`src/rtl/mem_access_wb.sv`:
```
// MEM stage with a data-memory handshake FSM (IDLE/REQ/DONE), wait-cycle timeout,
// alignment fault detection and the MEM/WB pipeline register.
module mem_access_wb #(
  parameter int TIMEOUT = 15
) (
  input  logic        i_clk,
  input  logic        i_rst_n,
  input  logic [31:0] i_alures,
  input  logic [31:0] i_busB,
  input  logic [4:0]  i_Rw,
  input  logic [1:0]  i_M,
  input  logic        i_WB,
  output logic        o_dm_req,
  output logic        o_dm_we,
  output logic [31:0] o_dm_addr,
  output logic [31:0] o_dm_wdata,
  input  logic [31:0] i_dm_rdata,
  input  logic        i_dm_ack,
  output logic        o_stall,
  output logic [31:0] o_alures,
  output logic [31:0] o_memdata,
  output logic [4:0]  o_Rw,
  output logic        o_WB,
  output logic        o_exc,
  output logic [1:0]  o_state
);

  // Memory handshake: o_dm_req/o_dm_we/o_dm_addr/o_dm_wdata are held stable from
  // REQ entry until the cycle in which i_dm_ack=1 (or the timeout), then dropped.
  typedef enum logic [1:0] {IDLE = 2'd0, REQ = 2'd1, DONE = 2'd2} state_t;

  localparam logic [3:0] TO_LAST = 4'(TIMEOUT - 1);

  state_t      state, state_nx;
  logic [3:0]  cnt, cnt_nx;
  logic        fault, fault_nx;
  logic [31:0] cap, cap_nx;
  logic        req_nx, we_nx;
  logic [31:0] addr_nx, wdata_nx;
  logic        op_valid, misaligned;
  logic        wb_fault;
  logic [31:0] wb_memdata;

  assign op_valid   = (i_M != 2'b00);
  assign misaligned = (i_alures[1:0] != 2'b00);
  assign o_state    = state;

  always_comb begin
    state_nx   = state;
    cnt_nx     = cnt;
    fault_nx   = fault;
    cap_nx     = cap;
    req_nx     = o_dm_req;
    we_nx      = o_dm_we;
    addr_nx    = o_dm_addr;
    wdata_nx   = o_dm_wdata;
    o_stall    = 1'b0;
    wb_fault   = 1'b0;
    wb_memdata = 32'd0;
    case (state)
      IDLE: begin
        if (op_valid && !misaligned) begin
          o_stall  = 1'b1;
          state_nx = REQ;
          req_nx   = 1'b1;
          we_nx    = (i_M == 2'b01);
          addr_nx  = i_alures;
          wdata_nx = i_busB;
          cnt_nx   = 4'd0;
          fault_nx = 1'b0;
          cap_nx   = 32'd0;
        end else if (op_valid) begin
          wb_fault = 1'b1;
        end
      end
      REQ: begin
        o_stall = 1'b1;
        if (i_dm_ack) begin
          cap_nx   = o_dm_we ? 32'd0 : i_dm_rdata;
          req_nx   = 1'b0;
          we_nx    = 1'b0;
          fault_nx = 1'b0;
          state_nx = DONE;
        end else if (cnt == TO_LAST) begin
          // Abort: the memory never answered; the entry retires as a fault.
          req_nx   = 1'b0;
          we_nx    = 1'b0;
          fault_nx = 1'b1;
          cap_nx   = 32'd0;
          state_nx = DONE;
        end else begin
          cnt_nx = cnt + 4'd1;
        end
      end
      DONE: begin
        state_nx   = IDLE;
        wb_fault   = fault;
        wb_memdata = cap;
      end
      default: state_nx = IDLE;
    endcase
  end

  always_ff @(posedge i_clk or negedge i_rst_n) begin
    if (!i_rst_n) begin
      state      <= IDLE;
      cnt        <= 4'd0;
      fault      <= 1'b0;
      cap        <= 32'd0;
      o_dm_req   <= 1'b0;
      o_dm_we    <= 1'b0;
      o_dm_addr  <= 32'd0;
      o_dm_wdata <= 32'd0;
    end else begin
      state      <= state_nx;
      cnt        <= cnt_nx;
      fault      <= fault_nx;
      cap        <= cap_nx;
      o_dm_req   <= req_nx;
      o_dm_we    <= we_nx;
      o_dm_addr  <= addr_nx;
      o_dm_wdata <= wdata_nx;
    end
  end

  // MEM/WB register: a bubble while stalled (data fields held), otherwise the live entry.
  always_ff @(posedge i_clk or negedge i_rst_n) begin
    if (!i_rst_n) begin
      o_alures  <= 32'd0;
      o_memdata <= 32'd0;
      o_Rw      <= 5'd0;
      o_WB      <= 1'b0;
      o_exc     <= 1'b0;
    end else if (o_stall) begin
      o_Rw  <= 5'd0;
      o_WB  <= 1'b0;
      o_exc <= 1'b0;
    end else begin
      o_alures  <= i_alures;
      o_memdata <= wb_memdata;
      o_Rw      <= i_Rw;
      o_WB      <= i_WB & ~wb_fault;
      o_exc     <= wb_fault;
    end
  end

endmodule

```
`config.mk`:
```
export PLATFORM = sky130hd
export DESIGN_NAME = mem_access_wb
export DESIGN_NICKNAME = d
export VERILOG_FILES = /design/src/rtl/mem_access_wb.sv
export SDC_FILE = /design/constraint.sdc
export NUM_CORES = 1
export LEC_CHECK = 0
export ABC_AREA = 1
export ABC_CLOCK_PERIOD_IN_PS = 1400
export BUFFER_PORTS_ARGS = -buffer_cell sky130_fd_sc_hd__buf_2
export CAP_MARGIN = 30
export CORE_MARGIN = 2
export CORE_UTILIZATION = 40
export DETAILED_ROUTE_END_ITERATION = 10
export PLACE_DENSITY_LB_ADDON = 0.08
export SETUP_SLACK_MARGIN = 0.15
export SYNTH_ARGS = -nofsm -noshare
export SYNTH_HDL_FRONTEND = slang
export SYNTH_SLANG_ARGS = --single-unit
```
`constraint.sdc`:
```
create_clock -name i_clk -period 1.4 [get_ports i_clk]
set_input_delay 0.07 -clock i_clk [delete_from_list [all_inputs] [get_ports i_clk]]
set_output_delay 0.07 -clock i_clk [all_outputs]
set_load 0.05 [all_outputs]
```
==> results of run 1 <==
## metal layers
metal  up-vias  routed length, um
li1       2984                  -
met5         -                  0
met2       172               9230
met4         0                418
met1      2752               8220
met3        25               1060
## where the power goes
group	internal (W)	switching, W	leakage, nW	total, W
combinational	0.00211	0.00513	3.28	0.00724
clock	0.00273	0.00196	0.283	0.00470
sequential	0.00625	0.000652	2.26	0.00690
## cells in the mapped netlist (2+ instances only)
cell type  count  area share (%)
buf_2         15             1.1
buf_4          3            0.33
buf_6         11             1.8
clkbuf_1       9            0.50
dfrtp_1      176              65
ha_1           2            0.37
inv_1         43             2.4
inv_2          2            0.11
nand2_1      332              18
nand2_2        2            0.18
nand3_1       44             3.3
nor2_1         8            0.44
nor2_4         2            0.33
o21ai_0       39             2.9
o21ai_1       26             1.9
## placed cells by master (no fill, tap or decap), types with 3 or more instances in the layout
cell             n
inv_1           40
nand2_2          6
inv_4            3
nand3_1         38
o21ai_1         63
nand3_2          4
buf_8            4
bufbuf_16        3
clkinv_2         3
nand2_1        324
clkbuf_16       20
buf_6            9
dfrtp_1        174
nor2_1           8
clkinvlp_4       3
nand2_4          3
nand3_4          3
buf_4           14
buf_12          14
buf_2          243
dlygate4sd3_1  105
## worst max-delay path, stage by stage (launching register included)
cell,delay (ps)
dfrtp_2,450
nor2_4,150
nand3_4,90
nand2_4,110
buf_12,150
## sequential cells by signal, summed over array words and instances (netlist names), 2 cells and up
register    count
o_Rw            5
o_alures       32
o_state         2
o_memdata      32
o_dm_addr      32
cnt             4
cap            32
o_dm_wdata     32
## metrics by stage
step	cells	utilization [%]
after floorplan	720	-
after global placement	1172	50.4
after detailed placement	1172	50.4
after CTS	1324	62.4
after global routing	1331	63.6
final	1331	63.6
## logic make-up after synthesis
kind of cell / count (synthesis)
AOI/OAI and AO/OA: 65
adders and majority gates: 2
DFF: 176
and+or+nand+nor: 391
xor gates and xnor gates: 2
buffers and inverters: 84
## worst max path at each step
stage	from	endpoint
6_report	o_state[0]	o_stall
5_1_grt	o_state[0]	o_alures[16]
3_3_place_gp	o_state[0]	o_alures[6]
3_5_place_dp	o_state[0]	o_alures[6]
4_1_cts	o_state[0]	o_stall
2_1_floorplan	o_state[1]	o_memdata[29]
## final cells by class
class                           count  area [um2]  area share (%)
Clock buffer                       20         457            4.33
Inverter                           45         176            1.67
Tap cell                          220         275            2.61
Antenna cell                        1        2.50          0.0237
Clock inverter                     12         133            1.26
Timing Repair Buffer              397        3040            28.9
Multi-Input combinational cell    460        2050            19.4
Sequential cell                   176        4410            41.8
## timing repair
action / CTS / global route
gates resized for setup: 28 / 25
setup endpoints to repair: 144 / 176
hold endpoints to repair: 310 / 0
hold buffers: 105 / 0
setup buffers: 11 / 3
pin swaps: 2 / 4
cloned: 4 / 3
==> flow_summary.json, run 1 <==
{
  "synthMuxAreaShare_pct": 0,
  "hold_ws_ps": 30.5,
  "vias": 5933,
  "placed_area_um2": 8360,
  "first_pass_iters": 4,
  "core-area_um2": 16600,
  "synthArstFlopShare_pct": 100,
  "port-buffer-count": 246,
  "die_w_um": 134,
  "cts.clk_slew.worst_paths_ps": 60,
  "synth_edf_count": 0,
  "finalCriticalPeriod_ps": 1440,
  "cp-end-kind": "output port",
  "cp_data_required_time_ps": 1330,
  "hpwl_mm": 11.6,
  "grt_pass1_wl_mm": 30.0,
  "die_area_um2": 18000,
  "min_path_type": "input pin to flop",
  "synth_simple_gate_area_share_pct": 23.1,
  "use_met2_pct": 34.8,
  "synth_seq_cells": 176,
  "drc": 0,
  "routabilityCongestion": 0.771,
  "min_from": "i_M[0]",
  "vias_per_cell": 4.46,
  "wl_per_cell_um": 14.2,
  "synth_ff_type": "dfrtp_1",
  "grt_util_met1_pct": 27.6,
  "grt_usage_pct": 21.3,
  "cellLeakagePower_nw": 5.82,
  "drive_gt1_share_pct": 31.7,
  "clock_latency_ps": 420,
  "reg2regPathDepth": 6,
  "antenna_found_initial": 1,
  "powerDensity_nw_per_um2": 1790,
  "synth_xor_area_share_pct": 0.259,
  "setup_ws_ps": -37.3,
  "ir_drop_v": 0.00102,
  "grt_busiest_layer": "met2",
  "synthesis.area_um2": 6760,
  "final_hold_viol_count": 0,
  "h-tree-depth": 4,
  "fin_skew_ps": 7.53,
  "design_area_um2": 10500,
  "rows": 47,
  "syn_inst": 720,
  "place_ws_ps": 5.93,
  "synth.distinct_cells": 21,
  "synth_top_family_by_area": "simple AND/OR/NAND/NOR gates",
  "arrival_ps": 1370,
  "ant_nets": 0,
  "synth_compound_area_share_pct": 4.81,
  "r2r-start": "o_state[0]",
  "fin_setup_tns_ps": -321,
  "grt_pass1_vias": 5953,
  "timing.fmax_mhz": 696,
  "fillers": 1364,
  "fin_total_pwr_w": 0.0188,
  "regToRegSetupSlack_ps": -20,
  "synth_fa_ha_area_share_pct": 0.370,
  "syn_to_final_growth_pct": 55.8,
  "start_kind": "flop",
  "cts.sinks": 176,
  "maxCapViolCount": 0,
  "cts_tree": "done",
  "slew_viol_final": 0,
  "crit_type": "flop to output port",
  "worst_pin_slew_ps": 443,
  "gr-total-overflow": 0,
  "drtIter0Drc": 192,
  "synth_area_per_cell_um2": 9.39,
  "wl_mm": 18.9,
  "grt_max_degree": 62,
  "nets": 1206,
  "start_util_pct": 40.8,
  "ys_seq_area_share_pct": 65.1,
  "r2r-end": "o_alures[8]",
  "hold_depth": 5,
  "setup_violations": 33,
  "clockBufferDepth": 2,
  "status": "complete, but fails checks",
  "cts_buffers": 17,
  "grt_setup_unrepaired": "yes",
  "period_share_pct": 103,
  "die_y_um": 134,
  "hold_path_end": "o_dm_we",
  "synth_nets": 829,
  "yosysWarnings": 0,
  "max_slew_margin_pct": 70.4,
  "clockRootBuffer": "clkbuf_16",
  "grt_use_met3_pct": 5.10,
  "ioPinCount": 247,
  "path_max_fanout": 3,
  "violations": "negative setup slack"
}
Power figures use the tool's default switching activity.
==> run 2, diff against run 1 <==
- ABC_AREA: 1 -> not set
==> run 2 against run 1 <==
The flow still finishes with violations (negative setup slack). Non-clock buffer count up 34. Setup slack worse by 140 ps. Clock skew grew 6.3 ps. Clock power increased by 5.7%. Largest cell class unchanged.
==> flow_summary.json, run 2 <==
{
  "synth_fa_ha_area_share_pct": 0.380,
  "clockRootBuffer": "clkbuf_16",
  "synthMuxAreaShare_pct": 16.1,
  "finalCriticalPeriod_ps": 1580,
  "hpwl_mm": 11.5,
  "grt_pass1_vias": 5719,
  "synth_common_cells": "176 x dfrtp_1, 87 x mux2_2, 64 x a22o_1, 9 x buf_6, 9 x nand3_1",
  "antenna_found_initial": 0,
  "fin_total_pwr_w": 0.0182,
  "cts_tree": "done",
  "cp_data_required_time_ps": 1710,
  "cts.clk_slew.worst_paths_ps": 70,
  "grt_usage_pct": 22.7,
  "wl_per_cell_um": 18.8,
  "diodes": 0,
  "combinationalPowerShare_pct": 36.7,
  "start_util_pct": 41.2,
  "timing.fmax_mhz": 633,
  "final_cell_mix": "241 x buf_2, 174 x dfrtp_1, 103 x dlygate4sd3_1, 64 x a22o_1, 55 x mux2_2",
  "yosys.area.top_type": "dfrtp_1",
  "die_w_um": 132,
  "ir_drop_v": 0.000873,
  "setup_ws_ps": -180,
  "nets": 950,
  "final_hold_viol_count": 0,
  "setup_violations": 165,
  "powerDensity_nw_per_um2": 1630,
  "synth.area.top_cells": "dfrtp_1 67%, mux2_2 15%, a22o_1 8.5%, buf_6 1.5%, mux2_1 1.2%",
  "crit_path_cell_trace": "inv_6 > o2111ai_4 > buf_12 > clkbuf_16 > mux2_2",
  "violations": "negative setup slack",
  "synth_top_family_by_area": "multiplexers",
  "clockBufferDepth": 2,
  "port-buffer-count": 246,
  "syn_inst": 412,
  "dp.cells": 890,
  "status": "complete, but fails checks",
  "synth_compound_area_share_pct": 10.7,
  "cp-end-kind": "flop",
  "synthesis.area_um2": 6590,
  "drtIter0Drc": 229,
  "clock_latency_ps": 430,
  "core-area_um2": 16000,
  "vias": 5311,
  "hold_ws_ps": 73.0,
  "place_ws_ps": -234,
  "synth_simple_gate_area_share_pct": 3.09,
  "cts.sinks": 176,
  "ant_nets": 0,
  "synth_seq_cells": 176,
  "die_y_um": 132,
  "slew_viol_final": 0,
  "slowest_stage": "dfrtp_4",
  "max_slew_margin_pct": 63.9,
  "cts_buffers": 17,
  "grt_setup_unrepaired": "yes",
  "yosysWarnings": 0,
  "worst_pin_slew_ps": 542,
  "p_int_w": 0.0115,
  "routabilityCongestion": 0.740,
  "synthArstFlopShare_pct": 100,
  "maxCapViolCount": 0,
  "start_kind": "flop",
  "grt_pass1_wl_mm": 31.4,
  "p_seq_share_pct": 36.0,
  "drive_gt1_share_pct": 56.3,
  "synth_most_common_cell": "dfrtp_1",
  "final_cells": 1069,
  "layout.cells.most_common": "buf_2",
  "synth_area_per_cell_um2": 16.0,
  "final_util_pct": 69.6,
  "fin_skew_ps": 13.9,
  "min_path_type": "input pin to flop",
  "vias_per_cell": 4.97,
  "switching_power_w": 0.00671,
  "max_stage_delay_ps": 510,
  "drc": 0,
  "gr-total-overflow": 0,
  "grt_max_degree": 44,
  "crit_type": "flop to flop",
  "path_max_fanout": 8,
  "ys_seq_area_share_pct": 66.8,
  "rows": 46,
  "first_pass_iters": 4,
  "arrival_ps": 1890,
  "synth.distinct_cells": 35,
  "die_area_um2": 17500,
  "p_clk_share_pct": 27.3,
  "ioPinCount": 247,
  "syn_to_final_growth_pct": 68.9,
  "h-tree-depth": 4,
  "wl_mm": 20.1,
  "synth_ff_type": "dfrtp_1",
  "synth_nets": 521,
  "period_share_pct": 113,
  "p_sw_share_pct": 36.9,
  "cellLeakagePower_nw": 5.55,
  "synth_xor_area_share_pct": 0,
  "synth_top_area_share_pct": 66.8,
  "synth_edf_count": 0
}
## run 2: final timing paths
check                      cells after the start      startpoint        endpoint  slack [ps]
max                                            5      o_state[0]   o_dm_wdata[0]        -180
min                                            3          i_M[1]            o_WB          70
max reg2reg                                    5      o_state[0]   o_dm_wdata[0]        -180
min reg2reg                                    1  o_dm_wdata[19]  o_dm_wdata[19]         500
max in group asynchronous                      3         i_rst_n      o_state[1]         700
min in group asynchronous                      2         i_rst_n         o_Rw[1]         110
## run 2: stage by stage
stage,cell area (um2),TNS (ps)
4_1_cts,10800,-16460
6_report,11100,-18910
2_1_floorplan,6650,-20310
3_5_place_dp,8380,-11370
3_3_place_gp,8380,-10540
5_1_grt,11100,-24810
## run 2: cells by family (layout without fill, tap and decap cells)
family,count (synthesis),after routing
compound gates,80,83
fa+ha+maj,2,2
buf+inv,27,465
flops,176,176
mux,94,94
simple gates,33,33
## run 2: power groups by stage
stage	clock network (W)	registers (W)	logic, W
CTS	0.00506	0.00651	0.00635
floorplan	0	0.00919	0.00128
finish	0.00497	0.00654	0.00668
detailed placement	0	0.00658	0.00549
global placement	0	0.00654	0.00543
global route	0.00528	0.00665	0.00695
## run 2: cell type report
type | instances | area, um2
Sequential cell | 176 | 4410
Clock inverter | 14 | 189
Clock buffer | 17 | 425
Inverter | 3 | 16.3
Multi-Input combinational cell | 212 | 2280
Fill cell | 1135 | 4860
Tap cell | 216 | 270
Timing Repair Buffer | 431 | 3540
## run 2: worst max-delay path: cells and delay by family (launching register included)
family	cells	cell delay [ps]
muxes	1	270
buffers and inverters	3	480
DFF	1	510
AOI/OAI and AO/OA	1	190
## run 2: timing repair
item,4_1_cts,5_1_grt
pin swaps,21,30
setup buffers,16,13
cloned,11,5
endpoints found under the setup margin,173,177
hold buffers,103,0
resized for setup,76,36
hold endpoints to repair,308,0
## run 2: metal layers
layer  vias to the layer above  global-route usage (%)  wire length, um
li1                       2391                       -                -
met1                      2709                    28.1             8250
met2                       189                    39.3            10500
met3                        22                    5.69             1150
met4                         0                    6.99              263
met5                         -                       0                0
==> run 3, diff against run 2 <==
==> constraint.sdc (replaced) <==
create_clock -name i_clk -period 1.4 [get_ports i_clk]
set_input_delay 0.14 -clock i_clk [delete_from_list [all_inputs] [get_ports i_clk]]
set_output_delay 0.14 -clock i_clk [all_outputs]
set_load 0.05 [all_outputs]
==> run 3 against run 2 <==
The flow still finishes with violations (negative setup slack). Clock power decreased by 8.7%. Setup slack gained 6.9 ps. Sequential share of layout area up 0.23 points. Non-clock buffer count shrank 4. Critical path type unchanged.
==> flow_summary.json, run 3 (synthesis results as in run 2) <==
{
  "gr-total-overflow": 0,
  "multi_input_area_um2": 2280,
  "slowest_stage": "dfrtp_1",
  "fin_skew_ps": 7.15,
  "p_clk_share_pct": 25.6,
  "cellLeakagePower_nw": 5.52,
  "vias": 5252,
  "cts.sinks": 176,
  "cp_data_required_time_ps": 1720,
  "setup_violations": 151,
  "p_sw_share_pct": 38.6,
  "start_util_pct": 41.2,
  "grt_pass1_vias": 5552,
  "antenna_found_initial": 0,
  "period_share_pct": 112,
  "syn_to_final_growth_pct": 68.0,
  "worst_pin_slew_ps": 603,
  "design_area_um2": 11100,
  "final_cell_mix": "234 x buf_2, 173 x dfrtp_1, 103 x dlygate4sd3_1, 64 x a22o_1, 54 x mux2_2",
  "setup_ws_ps": -173,
  "die_y_um": 132,
  "core-area_um2": 16000,
  "clockBufferDepth": 2,
  "start_kind": "flop",
  "path_max_fanout": 8,
  "max_stage_delay_ps": 380,
  "final_hold_viol_count": 0,
  "place_ws_ps": -247,
  "wl_per_cell_um": 18.9,
  "clockRootBuffer": "clkbuf_16",
  "violations": "negative setup slack",
  "fillers": 1143,
  "placed_area_um2": 8400,
  "cts_buffers": 17,
  "p_int_w": 0.0109,
  "first_pass_iters": 4,
  "diodes": 0,
  "timing.fmax_mhz": 636,
  "finalCriticalPeriod_ps": 1570,
  "grt_max_degree": 44,
  "p_seq_share_pct": 36.8,
  "ioPinCount": 247,
  "drtIter0Drc": 177,
  "layout.cells.most_common": "buf_2",
  "dp.cells": 892,
  "combinationalPowerShare_pct": 37.6,
  "grt_pass1_wl_mm": 30.4,
  "crit_type": "flop to flop",
  "ant_nets": 0,
  "vias_per_cell": 4.93,
  "slew_viol_final": 0,
  "powerDensity_nw_per_um2": 1600,
  "drc": 0,
  "cts.clk_slew.worst_paths_ps": 70,
  "maxCapViolCount": 0,
  "wl_mm": 20.1,
  "ir_drop_v": 0.000844,
  "final_cells": 1066,
  "crit_path_cell_trace": "inv_1 > ha_2 > a31oi_2 > nor2b_4 > a211o_4 > a22o_1",
  "path_buf_inv": 1,
  "die_area_um2": 17500,
  "grt_usage_pct": 22.2,
  "h-tree-depth": 4,
  "drive_gt1_share_pct": 56.5,
  "clock_latency_ps": 430,
  "rows": 46,
  "cts_tree": "done",
  "port-buffer-count": 246,
  "seq_area_um2": 4410,
  "die_w_um": 132,
  "fin_setup_tns_ps": -12980,
  "min_path_type": "input pin to flop",
  "arrival_ps": 1890,
  "grt_setup_unrepaired": "yes",
  "status": "complete, but fails checks",
  "cp-end-kind": "flop",
  "max_slew_margin_pct": 59.8,
  "routabilityCongestion": 0.751,
  "cp_top_family": "compound AO/OA/AOI/OAI gates",
  "hpwl_mm": 11.7,
  "switching_power_w": 0.00685,
  "nets": 946
}
-- run 3: cell types whose count changed in the layout (fill, tap and decap cells not counted), moves of 5 or more --
cell / delta
mux2_1: -6
buf_4: -6
clkbuf_4: +7
buf_2: -7
nand3_2: -5
mux2_4: +7
-- run 3: final timing paths --
path,startpoint,cells after the start,slack [ps],to
min reg2reg,cap[25],1,500,o_memdata[25]
max,cnt[0],6,-170,cap[8]
max in group asynchronous,i_rst_n,3,650,o_state[1]
min,i_dm_ack,3,140,fault
min in group asynchronous,i_rst_n,2,180,o_Rw[1]
max reg2reg,cnt[0],6,-170,cap[8]
-- run 3: metrics by stage --
step	power (W)	hold slack (ps)	utilization, %
floorplan	0.0105	-156	-
global placement	0.0120	66.3	52.5
detailed placement	0.0121	63.5	52.5
CTS	0.0175	120	66.9
global route	0.0185	134	69.2
finish	0.0178	145	69.2
-- run 3: layer usage --
| layer | share of wire, % | global-route usage, % | vias up |
|---|---|---|---|
| li1 | - | - | 2388 |
| met1 | 42 | 27.9 | 2654 |
| met5 | 0 | 0 | - |
| met2 | 51 | 38.3 | 186 |
| met4 | 1.5 | 6.99 | 0 |
| met3 | 5.6 | 4.96 | 24 |
-- run 3: final cells by class --
cell class                      instances  share of cell area [%]
Clock buffer                           18                    3.96
Clock inverter                         14                    1.12
Inverter                                3                   0.147
Multi-Input combinational cell        212                    20.6
Sequential cell                       176                    39.8
Tap cell                              216                    2.44
Timing Repair Buffer                  427                    31.9
-- run 3: what timing repair did --
action                                 4_1_cts  5_1_grt
gates resized for setup                     85       42
buffers inserted                            14        7
gates cloned                                11        7
setup endpoints to repair                  173      182
pin swaps                                   41       13
endpoints found under the hold margin      308        0
hold buffers                               103        0
-- run 3: worst min-delay path, delay by kind of cell --
kind,cells,cell delay (ps)
buf+inv,1,120
compound gates,1,200
simple gates,1,70
-- run 3: power by group through the flow --
stage,sequential [W],combinational [W],clock (W)
2_1_floorplan,0.00919,0.00128,0
3_3_place_gp,0.00654,0.00544,0
3_5_place_dp,0.00657,0.00552,0
4_1_cts,0.00651,0.00640,0.00463
5_1_grt,0.00665,0.00694,0.00486
6_report,0.00654,0.00667,0.00454
